`src/rtl/instr_encoder_loader.sv`:
```
// RV32I field-bundle encoder that streams words into instruction memory from address 0.
// Optional field legality check enabled by defining ENC_FIELD_CHECK_EN.
module instr_encoder_loader #(
    parameter int unsigned ADDR_W = 8
) (
    input  logic              clk,
    input  logic              rst,
    input  logic              in_valid,
    output logic              in_ready,
    input  logic [1:0]        in_kind,
    input  logic [4:0]        in_rd,
    input  logic [4:0]        in_rs1,
    input  logic [4:0]        in_rs2,
    input  logic [2:0]        in_funct3,
    input  logic [6:0]        in_funct7,
    input  logic [11:0]       in_imm12,
    input  logic              finish,
    output logic              mem_we,
    output logic [ADDR_W-1:0] mem_addr,
    output logic [31:0]       mem_wdata,
    output logic [ADDR_W:0]   count,
    output logic              done,
    output logic              overflow,
    output logic              illegal
);

    localparam logic [6:0]  OP_I   = 7'b0010011;
    localparam logic [6:0]  OP_R   = 7'b0110011;
    localparam logic [6:0]  OP_S   = 7'b0100011;
    localparam logic [31:0] EBREAK = 32'h00100073;

    localparam logic [1:0] KIND_I = 2'd0;
    localparam logic [1:0] KIND_R = 2'd1;
    localparam logic [1:0] KIND_S = 2'd2;

    typedef enum logic [1:0] {
        ST_LOAD = 2'd0,
        ST_TERM = 2'd1,
        ST_DONE = 2'd2
    } state_t;

    state_t              state_q, state_d;
    logic [ADDR_W-1:0]   ptr_q, ptr_d;
    logic [ADDR_W:0]     count_q, count_d;
    logic                mem_we_q, mem_we_d;
    logic [ADDR_W-1:0]   mem_addr_q, mem_addr_d;
    logic [31:0]         mem_wdata_q, mem_wdata_d;
    logic                done_q, done_d;
    logic                overflow_q, overflow_d;
    logic                illegal_q, illegal_d;

    logic [31:0]         enc_c;
    logic                bad_c;
    logic [2:0]          s_funct3_c;
    logic                full_c;
    logic                xfer_c;

    // Last slot is held back so the terminating ebreak always fits.
    assign full_c   = &ptr_q;
    assign in_ready = (state_q == ST_LOAD) && !full_c;
    assign xfer_c   = in_valid && in_ready;

    // Instruction encoder and optional field legality check.
    always_comb begin
        bad_c      = 1'b0;
        s_funct3_c = in_funct3;
`ifdef ENC_FIELD_CHECK_EN
        if (in_kind == KIND_R && in_funct7 != 7'b0000000 && in_funct7 != 7'b0100000) begin
            bad_c = 1'b1;
        end
        if (in_kind == KIND_S && in_funct3 > 3'b010) begin
            bad_c = 1'b1;
        end
`else
        s_funct3_c = {1'b0, in_funct3[1:0]};
`endif
        case (in_kind)
            KIND_I:  enc_c = {in_imm12, in_rs1, in_funct3, in_rd, OP_I};
            KIND_R:  enc_c = {in_funct7, in_rs2, in_rs1, in_funct3, in_rd, OP_R};
            KIND_S:  enc_c = {in_imm12[11:5], in_rs2, in_rs1, s_funct3_c, in_imm12[4:0], OP_S};
            default: enc_c = EBREAK;
        endcase
    end

    // Next-state and registered-output logic.
    always_comb begin
        state_d     = state_q;
        ptr_d       = ptr_q;
        count_d     = count_q;
        mem_we_d    = 1'b0;
        mem_addr_d  = mem_addr_q;
        mem_wdata_d = mem_wdata_q;
        done_d      = done_q;
        overflow_d  = overflow_q;
        illegal_d   = illegal_q;

        case (state_q)
            ST_LOAD: begin
                if (in_valid && full_c) begin
                    overflow_d = 1'b1;
                end
                if (xfer_c) begin
                    if (bad_c) begin
                        illegal_d = 1'b1;
                    end else begin
                        mem_we_d    = 1'b1;
                        mem_addr_d  = ptr_q;
                        mem_wdata_d = enc_c;
                        ptr_d       = ptr_q + ADDR_W'(1);
                        count_d     = count_q + (ADDR_W + 1)'(1);
                    end
                end
                if (finish) begin
                    state_d = ST_TERM;
                end
            end
            ST_TERM: begin
                mem_we_d    = 1'b1;
                mem_addr_d  = ptr_q;
                mem_wdata_d = EBREAK;
                ptr_d       = ptr_q + ADDR_W'(1);
                count_d     = count_q + (ADDR_W + 1)'(1);
                done_d      = 1'b1;
                state_d     = ST_DONE;
            end
            ST_DONE: begin
                state_d = ST_DONE;
            end
            default: begin
                state_d = ST_LOAD;
            end
        endcase
    end

    always_ff @(posedge clk) begin
        if (rst) begin
            state_q     <= ST_LOAD;
            ptr_q       <= '0;
            count_q     <= '0;
            mem_we_q    <= 1'b0;
            mem_addr_q  <= '0;
            mem_wdata_q <= '0;
            done_q      <= 1'b0;
            overflow_q  <= 1'b0;
            illegal_q   <= 1'b0;
        end else begin
            state_q     <= state_d;
            ptr_q       <= ptr_d;
            count_q     <= count_d;
            mem_we_q    <= mem_we_d;
            mem_addr_q  <= mem_addr_d;
            mem_wdata_q <= mem_wdata_d;
            done_q      <= done_d;
            overflow_q  <= overflow_d;
            illegal_q   <= illegal_d;
        end
    end

    assign mem_we    = mem_we_q;
    assign mem_addr  = mem_addr_q;
    assign mem_wdata = mem_wdata_q;
    assign count     = count_q;
    assign done      = done_q;
    assign overflow  = overflow_q;
    assign illegal   = illegal_q;

endmodule
```
`config.mk`:
```
export PLATFORM = sky130hd
export DESIGN_NAME = instr_encoder_loader
export DESIGN_NICKNAME = d
export VERILOG_FILES = /design/src/rtl/instr_encoder_loader.sv
export SDC_FILE = /design/constraint.sdc
export NUM_CORES = 1
export LEC_CHECK = 0
export ABC_AREA = 1
export CELL_PAD_IN_SITES_DETAIL_PLACEMENT = 0
export CELL_PAD_IN_SITES_GLOBAL_PLACEMENT = 1
export CORE_UTILIZATION = 34
export CTS_CLUSTER_DIAMETER = 50
export DETAILED_ROUTE_END_ITERATION = 10
export PLACE_DENSITY = 0.9
export REMOVE_ABC_BUFFERS = 1
export SLEW_MARGIN = 0
export SYNTH_ARGS = -nofsm -noshare
export SYNTH_HDL_FRONTEND = slang
export SYNTH_SLANG_ARGS = --single-unit
```
`constraint.sdc`:
```
create_clock -name clk -period 3.8 [get_ports clk]
set_input_delay 0.76 -clock clk [delete_from_list [all_inputs] [get_ports clk]]
set_output_delay 0.76 -clock clk [all_outputs]
set_load 0.01 [all_outputs]
```
Word level (Yosys, flattened, before mapping)
Index checks and enable logic that the tools add are counted.

word-level totals
  memories = 0
  output and inout port bits = 54
  ROM bits = 0
  logic and storage cells = 40
  register bits = 62
  RAM bits = 0
  latch bits = 0

operators by class
  reductions and logical operators = 11
  bitwise gates (word level) = 0
  divide/modulo/power cells = 0
  equal/unequal tests = 6
  multiply operators = 0
  order comparisons = 0
  add/subtract/negate cells = 2
  mux-type cells = 13
  shift operators = 0

operators by type and width
  cell                 count
  $pmux 32 s3          1
  $pmux 32 s2          1
  $mux 32              1
  $pmux 8 s2           2
  $pmux 9 s2           1
  $mux 8               2
  $add 9x1->9 const B  1
  $mux 9               1
  $add 8x1->8 const B  1
  $reduce_and 8->1     1
  $eq 2x1->1 const B   2
  $eq 2x2->1 const B   2
  $logic_not 2->1      2
  $ne 2x2->1 const B   2
  $pmux 2 s2           1
  $reduce_and 2->1     2
  $logic_and 1x1->1    3
  $mux 2               1
  $pmux 1 s2           1
  $reduce_bool 2->1    1
  $reduce_or 2->1      1
  $logic_not 1->1      1
  $mux 1               1

Depth between registers and ports, before layout
  depth after elaboration = 6
  gate-level depth with buffers = 10

Least setup slack after synthesis
Ideal clock, no wire load.

  path type = input -> register
  start = in in_kind[0]
  end = reg mem_wdata_q[22], in the netlist mem_wdata[22]
  required time = 3730 ps
  stages on the path = 7
  arrival time = 1633 ps
  setup slack = 2096 ps
  path through = clkbuf_1 inv_1 clkbuf_1 nand3_1 nand3_1 nand4_1 a21oi_1

between the ends
  cells in the longest elaborated chain, start to end = 4

RTL lines
  what                                      line  source
  start: declaration                        10    input logic [1:0] in_kind,
  $eq 2x2->1, or another cell as far along  77    case (in_kind)
  $pmux 32 s3 *                             77
  $mux 32 *                                 102   if (xfer_c) begin
  $pmux 32 s2 *                             97    case (state_q)
  end signal: assignment                    152   mem_wdata_q <= mem_wdata_d;
  end: declaration                          47    logic [31:0] mem_wdata_q, mem_wdata_d;

Every way passes the cells marked *; elsewhere a longest branch is shown, timed or not. The select of a mux whose other input is x is not followed.
A chain may end at the register's enable or synchronous reset.

Worst setup path in the final report
  start = reg ptr_q[1]
  end = out in_ready

between the ends
  cells in the longest elaborated chain, start to end = 3

RTL lines
  what                      line  source
  start: declaration        43    logic [ADDR_W-1:0] ptr_q, ptr_d;
  start signal: assignment  148   ptr_q <= ptr_d;
  $reduce_and 8->1          59    assign full_c = &ptr_q;
  $logic_not 1->1           60    assign in_ready = (state_q == ST_LOAD) && !full_c;
  $logic_and 1x1->1         60
  end: declaration          9     output logic in_ready,

No other way between the ends.

==> impl_metrics.toml <==
[floorplan]
rows = 33
io_pins = 97
fp.dieH_um = 95.2
die_x_um = 95.2
core_area_mm2 = 0.00830
dieArea_mm2 = 0.00906
start_util = 0.356

[setup_path]
crit_end = "in_ready"
r2r_cells = 9
critPathKind = "flop to primary output"
r2r_setup_slack_ps = 1700
critPathRequiredTime_ps = 3040
crit_fanout = 5
startpoint = "ptr_q[1]"
arrival_ps = 1790
r2r_end = "mem_wdata[15]"
r2r_start = "ptr_q[1]"
startpoint_type = "flop"
end_kind = "primary output"

[clocking]
cts-hold-fix-buffers = 0
clock_latency_ps = 350
root_buffer = "clkbuf_8"
cts.clk_slew.worst_paths_ps = 70
cts_htree_levels = 3
ctsResizeCount = 0
post_cts_buffers = 0
cts_tree = "built"
numCtsBuffers = 9
cts.sinks = 59
clk_path_buf_depth = 2

[sta]
final.setup.tns_ps = 0
whs_ps = 478
setup-violations-final = 0
final_max_slew_viol_count = 0
fin_crit_ps = 2550
max_slew_margin = 0.531
post-route-period-util = 0.670
rsz0062_at_grt = "false"
hold_viol_final = 0
clock_skew_ps = 10.8
worstMarginPinSlew_ps = 704
max_freq_mhz = 393

[routing]
wirelength_um = 7960
wire_per_inst_um = 12.9
viasPerCell = 4.93
drtAntennaViolNets = 0
drtIter0Drc = 92
dr.pass1.iters = 7
drc = 0
vias = 3046

[synthesis]
synth_cell_types = 24
ys_seq_elements = 59
ys_seq_area_frac = 0.400
yosysWarnings = 0
synth_top_area_cell = "dfxtp_1"
synth.top_cell.area_share = 0.400
synth.cell_area_mm2 = 0.00295
avgSynthCellArea_um2 = 6.84
synth_cells = 432
netlist_top_cells_area = "dfxtp_1 40%, nand2_1 14%, nand3_1 12%"

[placement]
numPortBuffers = 93
gp_congestion = 0.757
dpl.cell_count = 602
hpwl_um = 5260

[cells_and_area]
layout-drive-gt1-share = 0.0487
antenna_cells = 0
fill_cells = 825
area_growth_pct = 39.3
layout.nets = 556
stdcell_count = 618

[run]
drv_cap = 0

[pwr]
finalPower_mw = 2.34
powerDensity_mw_per_mm2 = 568
p_leak_nw = 1.59
max-vdd-ir-drop_mv = 0.269

[grt]
grt_pass1_vias = 2794
grt-ovfl-total = 0
antenna_found_initial = 0
groute.usage.overall = 0.187
grt_pass1_wl_um = 13100
grt_start_max_net_pins = 54

[hold_path]
hold_path_class = "flop to flop"

[run_status]
status = "finished clean"
metrics by stage:
stage                util  setup WS (ps)  cell area [µm²]
global placement    0.467           1240             3870
floorplan               -           1580             2790
CTS                 0.496           1230             4110
finish              0.496           1250             4110
detailed placement  0.467           1160             3870
global route        0.496           1160             4110
placed cells by master, fill, tap and decap left out:
master	n
o22ai_1	1
nor2_2	1
o21a_1	1
clkinv_2	2
nor2_1	32
nand3_1	70
buf_2	1
o21ai_0	11
clkdlybuf4s50_1	92
o21ai_1	1
dfxtp_1	59
ha_1	5
a21oi_1	48
clkbuf_8	10
clkbuf_1	1
buf_4	3
nand3b_1	8
nand4_1	11
and2_0	1
nand2_1	113
inv_1	25
xor2_1	6
nand2_4	2
bufinv_16	3
conb_1	3
nand2_2	3
layout make-up:
class                      instances  area, µm²  area share
multi-input combinational        317       1520       0.369
tap                              105        131      0.0319
timing repair buffer              96        948       0.231
clock inverter                     5        100      0.0243
sequential                        59       1180       0.287
inverter                          25       93.8      0.0228
clock buffer                      11        141      0.0344
critical path, stage by stage, from the launching register on:
cell,delay [ps]
dfxtp_1,390
ha_1,210
nand2_2,80
nor2_2,180
a21oi_1,110
clkdlybuf4s50_1,490
sequential cells by signal (all words and copies together), names as in the netlist:
name and cells:
done 1, ptr_q 8, count 9, overflow 1, mem_wdata 29, state_q 2
mem_addr 8, mem_we 1
Yosys cell counts, drive strengths merged:
| master | count |
|---|---|
| clkbuf | 18 |
| inv | 25 |
| buf | 15 |
| ha | 5 |
| o21ai | 12 |
| dfxtp | 59 |
| nand3b | 8 |
| nor2 | 33 |
| o21a | 1 |
| conb | 1 |
| and2 | 1 |
| nand3 | 70 |
| xor2 | 6 |
| a21oi | 48 |
| o22ai | 1 |
| nand4 | 11 |
| nand2 | 118 |
metal layers:
| metal | share of wire | GRT usage | wire length (µm) | vias to the layer above |
|---|---|---|---|---|
| met5 | 0 | 0 | 0 | - |
| met4 | 0.017 | 0.0631 | 136 | 0 |
| met3 | 0.072 | 0.0606 | 576 | 15 |
| met2 | 0.46 | 0.307 | 3660 | 92 |
| met1 | 0.45 | 0.229 | 3590 | 1378 |
| li1 | - | - | - | 1561 |
worst min-delay path by stage:
stage / start / to / slack (ps) / cells past startpoint
2_1_floorplan: ptr_q[3] / mem_addr[3] / 460 / 2
3_3_place_gp: overflow / overflow / 450 / 1
3_5_place_dp: overflow / overflow / 460 / 1
4_1_cts: mem_addr[2] / mem_addr[2] / 490 / 2
5_1_grt: mem_addr[2] / mem_addr[2] / 500 / 2
6_report: overflow / overflow / 480 / 1
kinds of logic after synthesis:
family / count (synthesis) / synth area share
and+or+nand+nor: 241 / 0.364
AOI/OAI and AO/OA: 62 / 0.106
DFF: 59 / 0.400
buffers and inverters: 58 / 0.0894
xor gates and xnor gates: 6 / 0.0178
adders and majority gates: 5 / 0.0212
other: 1 / 0.00127
report_power, final:
| part | switching [mW] | total [mW] | internal [mW] | leakage [nW] |
|---|---|---|---|---|
| combinational | 0.489 | 0.842 | 0.354 | 0.986 |
| sequential | 0.0620 | 0.787 | 0.725 | 0.481 |
| clock | 0.256 | 0.708 | 0.452 | 0.123 |
No activity file was read; power rests on OpenSTA's default activity.
==> edit 1 (same flow settings) <==
Make the reset (`rst`) asynchronous in one clocked block.
--- a/src/rtl/instr_encoder_loader.sv
+++ b/src/rtl/instr_encoder_loader.sv
@@ -133,5 +133,5 @@
     end
 
-    always_ff @(posedge clk) begin
+    always_ff @(posedge clk or posedge rst) begin
         if (rst) begin
             state_q     <= ST_LOAD;
Behaviour: differs if rst is asserted again (counterexample within 4 cycles, from zero or initial values and one cycle with rst high); with rst held inactive, the same outputs for 10 cycles.
==> edit 1 against the unedited design <==
Design area is 7.0% higher. Sequential power is 30% higher. Wire length is 5.5% higher. Area after synthesis is 10% higher. Die area is 10% higher. Total power is 23% higher. Setup slack worse by 110 ps. Sequential cell count stayed put. Via count is 1.2% lower. Utilization is 2.2 points lower.
==> edit 1: results (changes against the unedited design) <==
| Metric | Value |
|---|---|
| Commonest cells in the netlist | nand2_1, nand3_1, dfrtp_1, inv_1, nor2_1 |
| Inverters | 35 (+40%) |
| Layout Skew | 7.29 ps (-3.51 ps) |
| Power Combinational | 1.32 mW (+57%) |
| Ys flop type | dfrtp_1 |
| Ys async rst share | 1.00 (+1.00) |
| Post-DP HPWL | 5550 um (+5.6%) |
| CP max stage delay | 550 ps (+60 ps) |
| Ys Warns | 0 (unchanged) |
| Drt wl/cell | 12.8 um (-0.91%) |
| Initial antenna violation count | 0 (unchanged) |
| FF-to-FF End | mem_addr[6]$_DFFE_PP0P_ |
| Register area share after synthesis | 0.453 (+0.0530) |
| Worst vdd ir | 0.000281 V (+4.2%) |
| Status | finished, final reports clean |
| Clock Sinks | 59 (unchanged) |
| RD Place Congestion | 0.810 (+7.0%) |
| Tot GR Track Use | 0.177 (-0.0104) |
| R2R setup slack | 1730 ps (+30 ps) |
| Final WL | 8400 um (+5.5%) |
| Clkbuf count | 12 (+1) |
| CP startpoint | ptr_q[0]$_DFFE_PP0P_ |
| FF+latch area | 1480 um2 (+25%) |
| Multi-input gates | 319 (+0.63%) |
| Distinct cells, synth | 25 (+4.2%) |
| CP max FO | 6 (+1) |
| Synth Area per Inst | 7.48 um2 (+9.4%) |
| Leak Pwr | 2.24 nW (+41%) |
| Internal power | 1.73 mW (+13%) |
| Dpl cells | 643 (+6.8%) |
| Non-Clock Buffer Count | 101 (+5.2%) |
| 1st-iter DRT viols | 122 (+33%) |
| Number of port buffers | 93 (unchanged) |
| Hold Crit Class | register to register |
| Post-place setup slack | 1390 ps (+234 ps) |
| Buffer share of cell area | 0.225 (-0.00541) |
| Final clock-cell share | 0.0398 (-0.0189) |
| Mapped Area | 3260 um2 (+10%) |
| Area Overhead vs Synth | 35.0% |
| Post-layout minimum cycle time | 2650 ps (+106 ps) |
| Placed Area | 4230 um2 (+9.1%) |
| # nets final | 573 (+3.1%) |
| Sw frac | 0.399 (+0.0533) |
| DR vias/cell | 4.57 (-7.2%) |
| Drt pass-1 iters | 4 (-3) |
| First-pass GRT wire length | 13700 um (+5.1%) |
| # fillers | 910 (+10%) |
| Flop pwr share | 0.353 (+0.016) |
| Area occupied by multi-input gates | 1470 um2 (-3.4%) |
| WP data arrival | 1890 ps (+100 ps) |
| Antenna viol nets, final | 0 (unchanged) |
| Pin count of the biggest net entering global routing | 56 (+3.7%) |
| Worst-margin pin slew | 909 ps (+205 ps) |
[edit 1: how the worst min path moves through the flow]
stage / end / slack, ps / cells past startpoint
final: done$_DFFE_PP0P_ / 470 / 1
after floorplan: mem_addr[1]$_DFFE_PP0P_ / 490 / 2
after global routing: done$_DFFE_PP0P_ / 490 / 1
after detailed placement: done$_DFFE_PP0P_ / 460 / 1
after global placement: done$_DFFE_PP0P_ / 460 / 1
after CTS: done$_DFFE_PP0P_ / 470 / 1
[edit 1: logic make-up (layout without fill, tap and decap cells)]
logic type,Yosys count,in the layout,synth area share
AND/OR/NAND/NOR,292,292,0.384
other,1,3,0.00115
XOR/XNOR,6,6,0.0161
adder cells (fa/ha/maj),5,5,0.0192
flip-flops,59,59,0.453
buffers and inverters,60,151,0.100
AO/OA/AOI/OAI,13,13,0.0261
[edit 1: per-layer routing]
layer	global-route usage	part of all wire	routed length [um]
met1	0.237	0.49	4080
met2	0.280	0.45	3790
met3	0.0404	0.048	400
met4	0.0622	0.014	119
met5	0	0	0
==> edit 2 (same settings) <==
Without the edit above. Change the parameter `ADDR_W` from 8 to 6.
--- a/src/rtl/instr_encoder_loader.sv
+++ b/src/rtl/instr_encoder_loader.sv
@@ -2,5 +2,5 @@
 // Optional field legality check enabled by defining ENC_FIELD_CHECK_EN.
 module instr_encoder_loader #(
-    parameter int unsigned ADDR_W = 8
+    parameter int unsigned ADDR_W = 6
 ) (
     input  logic              clk,
Ports: changed (resized count and mem_addr); port bits go from 97 to 93. No check against the original RTL was run, so the function may have changed too.
==> edit 2 against the unedited design <==
Sequential cell count fell by 6. Sequential share of layout area grew 0.69 points. Wire length is 14% lower. Clock skew is 6.5 ps lower. Setup slack worse by 43 ps. Design area fell by 12%. Die area down 12%. Utilization decreased by 0.35 points. Area after synthesis down 12%. Total power down 17%. Non-clock buffer count decreased by 3. Synthesized cell count is 14% lower. Largest power group unchanged.
==> edit 2: results (changes against the unedited design) <==
| Metric | Value |
|---|---|
| # nets final | 496 (-11%) |
| Worst vdd ir | 0.000228 V (-15%) |
| WHS Path Cells | 2 (+1) |
| # fillers | 723 (-12%) |
| Status | finished, final reports clean |
| Synth Instances | 370 (-14%) |
| Ys async rst share | 0 (unchanged) |
| Vias after detailed routing | 2606 (-14%) |
| R2R setup slack | 1930 ps (+230 ps) |
| Placed Area | 3490 um2 (-9.8%) |
| Tot GR Track Use | 0.176 (-0.0106) |
| Drt pass-1 iters | 4 (-3) |
| Num CTS Buffers | 5 (-4) |
| Post-DP HPWL | 4630 um (-12%) |
| Hold slack final | 458 ps (-19.7 ps) |
| Clk_lat worst skew | 310 ps (-40 ps) |
| Pin count of the biggest net entering global routing | 47 (-13%) |
| Commonest cells in the netlist | nand2_1, nand3_1, dfxtp_1, a21oi_1, nor2_1 |
| CTS H-Tree Depth | 2 (-1) |
| Clk pin slew, worst setup/hold paths | 90 ps (+20 ps) |
| Dpl cells | 540 (-10%) |
| WP data arrival | 1830 ps (+40 ps) |
| DR vias/cell | 4.76 (-3.5%) |
| Initial antenna violation count | 0 (unchanged) |
| Leak Pwr | 1.44 nW (-9.4%) |
| Layout Skew | 4.30 ps (-6.49 ps) |
| Layout cells sized above 1 | 0.0334 (-0.0153) |
| RD Place Congestion | 0.815 (+7.7%) |
| Final Cell Area | 3610 um2 (-12%) |
| Drt wl/cell | 12.5 um (-3.2%) |
| Worst R2R Path Depth | 7 (-2) |
| Largest cells by area after synthesis | dfxtp_1, nand2_1, nand3_1 |
| Post-place setup slack | 1240 ps (+84.9 ps) |
| Number of port buffers | 89 (-4.3%) |
| 1st-iter DRT viols | 110 (+20%) |
| Distinct cells, synth | 22 (-8.3%) |
| Register area share after synthesis | 0.408 (+0.00848) |
| Worst slew margin | 0.449 (-0.0816) |
| R2R Path Start | state_q[1]$_SDFFE_PP0P_ |
| FF-to-FF End | mem_wdata[8]$_SDFFE_PP0P_ |
## edit 2: critical path: stages, from the launching register on
cell,delay (ps)
dfxtp_1,410
ha_1,220
nand3_2,140
nor2_1,200
nor2_1,70
clkdlybuf4s50_1,480
## edit 2: power breakdown
part	leakage [nW]	internal [mW]	switching (mW)	total (mW)
clock network	0.0585	0.215	0.184	0.399
logic	0.950	0.356	0.467	0.822
registers	0.433	0.662	0.0633	0.725
total	1.44	1.23	0.714	1.95
## edit 2: cells by family (layout without fill, tap and decap cells)
family / Yosys count / in the layout / synth area share
XOR/XNOR: 5 / 5 / 0.0169
adder cells (fa/ha/maj): 5 / 5 / 0.0241
buffers and inverters: 49 / 126 / 0.0978
AND/OR/NAND/NOR: 200 / 200 / 0.337
other: 1 / 3 / 0.00144
flip-flops: 53 / 53 / 0.408
AO/OA/AOI/OAI: 57 / 57 / 0.114
## edit 2: metal layers
layer | vias up | track usage | wire length (um)
li1 | 1355 | - | -
met1 | 1191 | 0.227 | 3190
met2 | 55 | 0.303 | 3340
met3 | 5 | 0.0314 | 221
met4 | 0 | 0.0476 | 73
met5 | - | 0 | 0
## edit 2: layout make-up
cell class	instances	share of cell area
clock buffer	7	0.0239
clock inverter	1	0.00832
tap	99	0.0343
timing repair buffer	93	0.254
multi-input combinational	270	0.360
inverter	25	0.0260
sequential	53	0.294
## edit 2: worst max path at each step
stage	end	cells after the start	slack, ps
4_1_cts	in_ready	5	1190
6_report	in_ready	5	1210
3_3_place_gp	mem_wdata[20]$_SDFFE_PP0P_	8	1330
3_5_place_dp	mem_wdata[20]$_SDFFE_PP0P_	8	1240
2_1_floorplan	mem_wdata[1]$_SDFFE_PP0P_	6	1160
5_1_grt	in_ready	5	1100
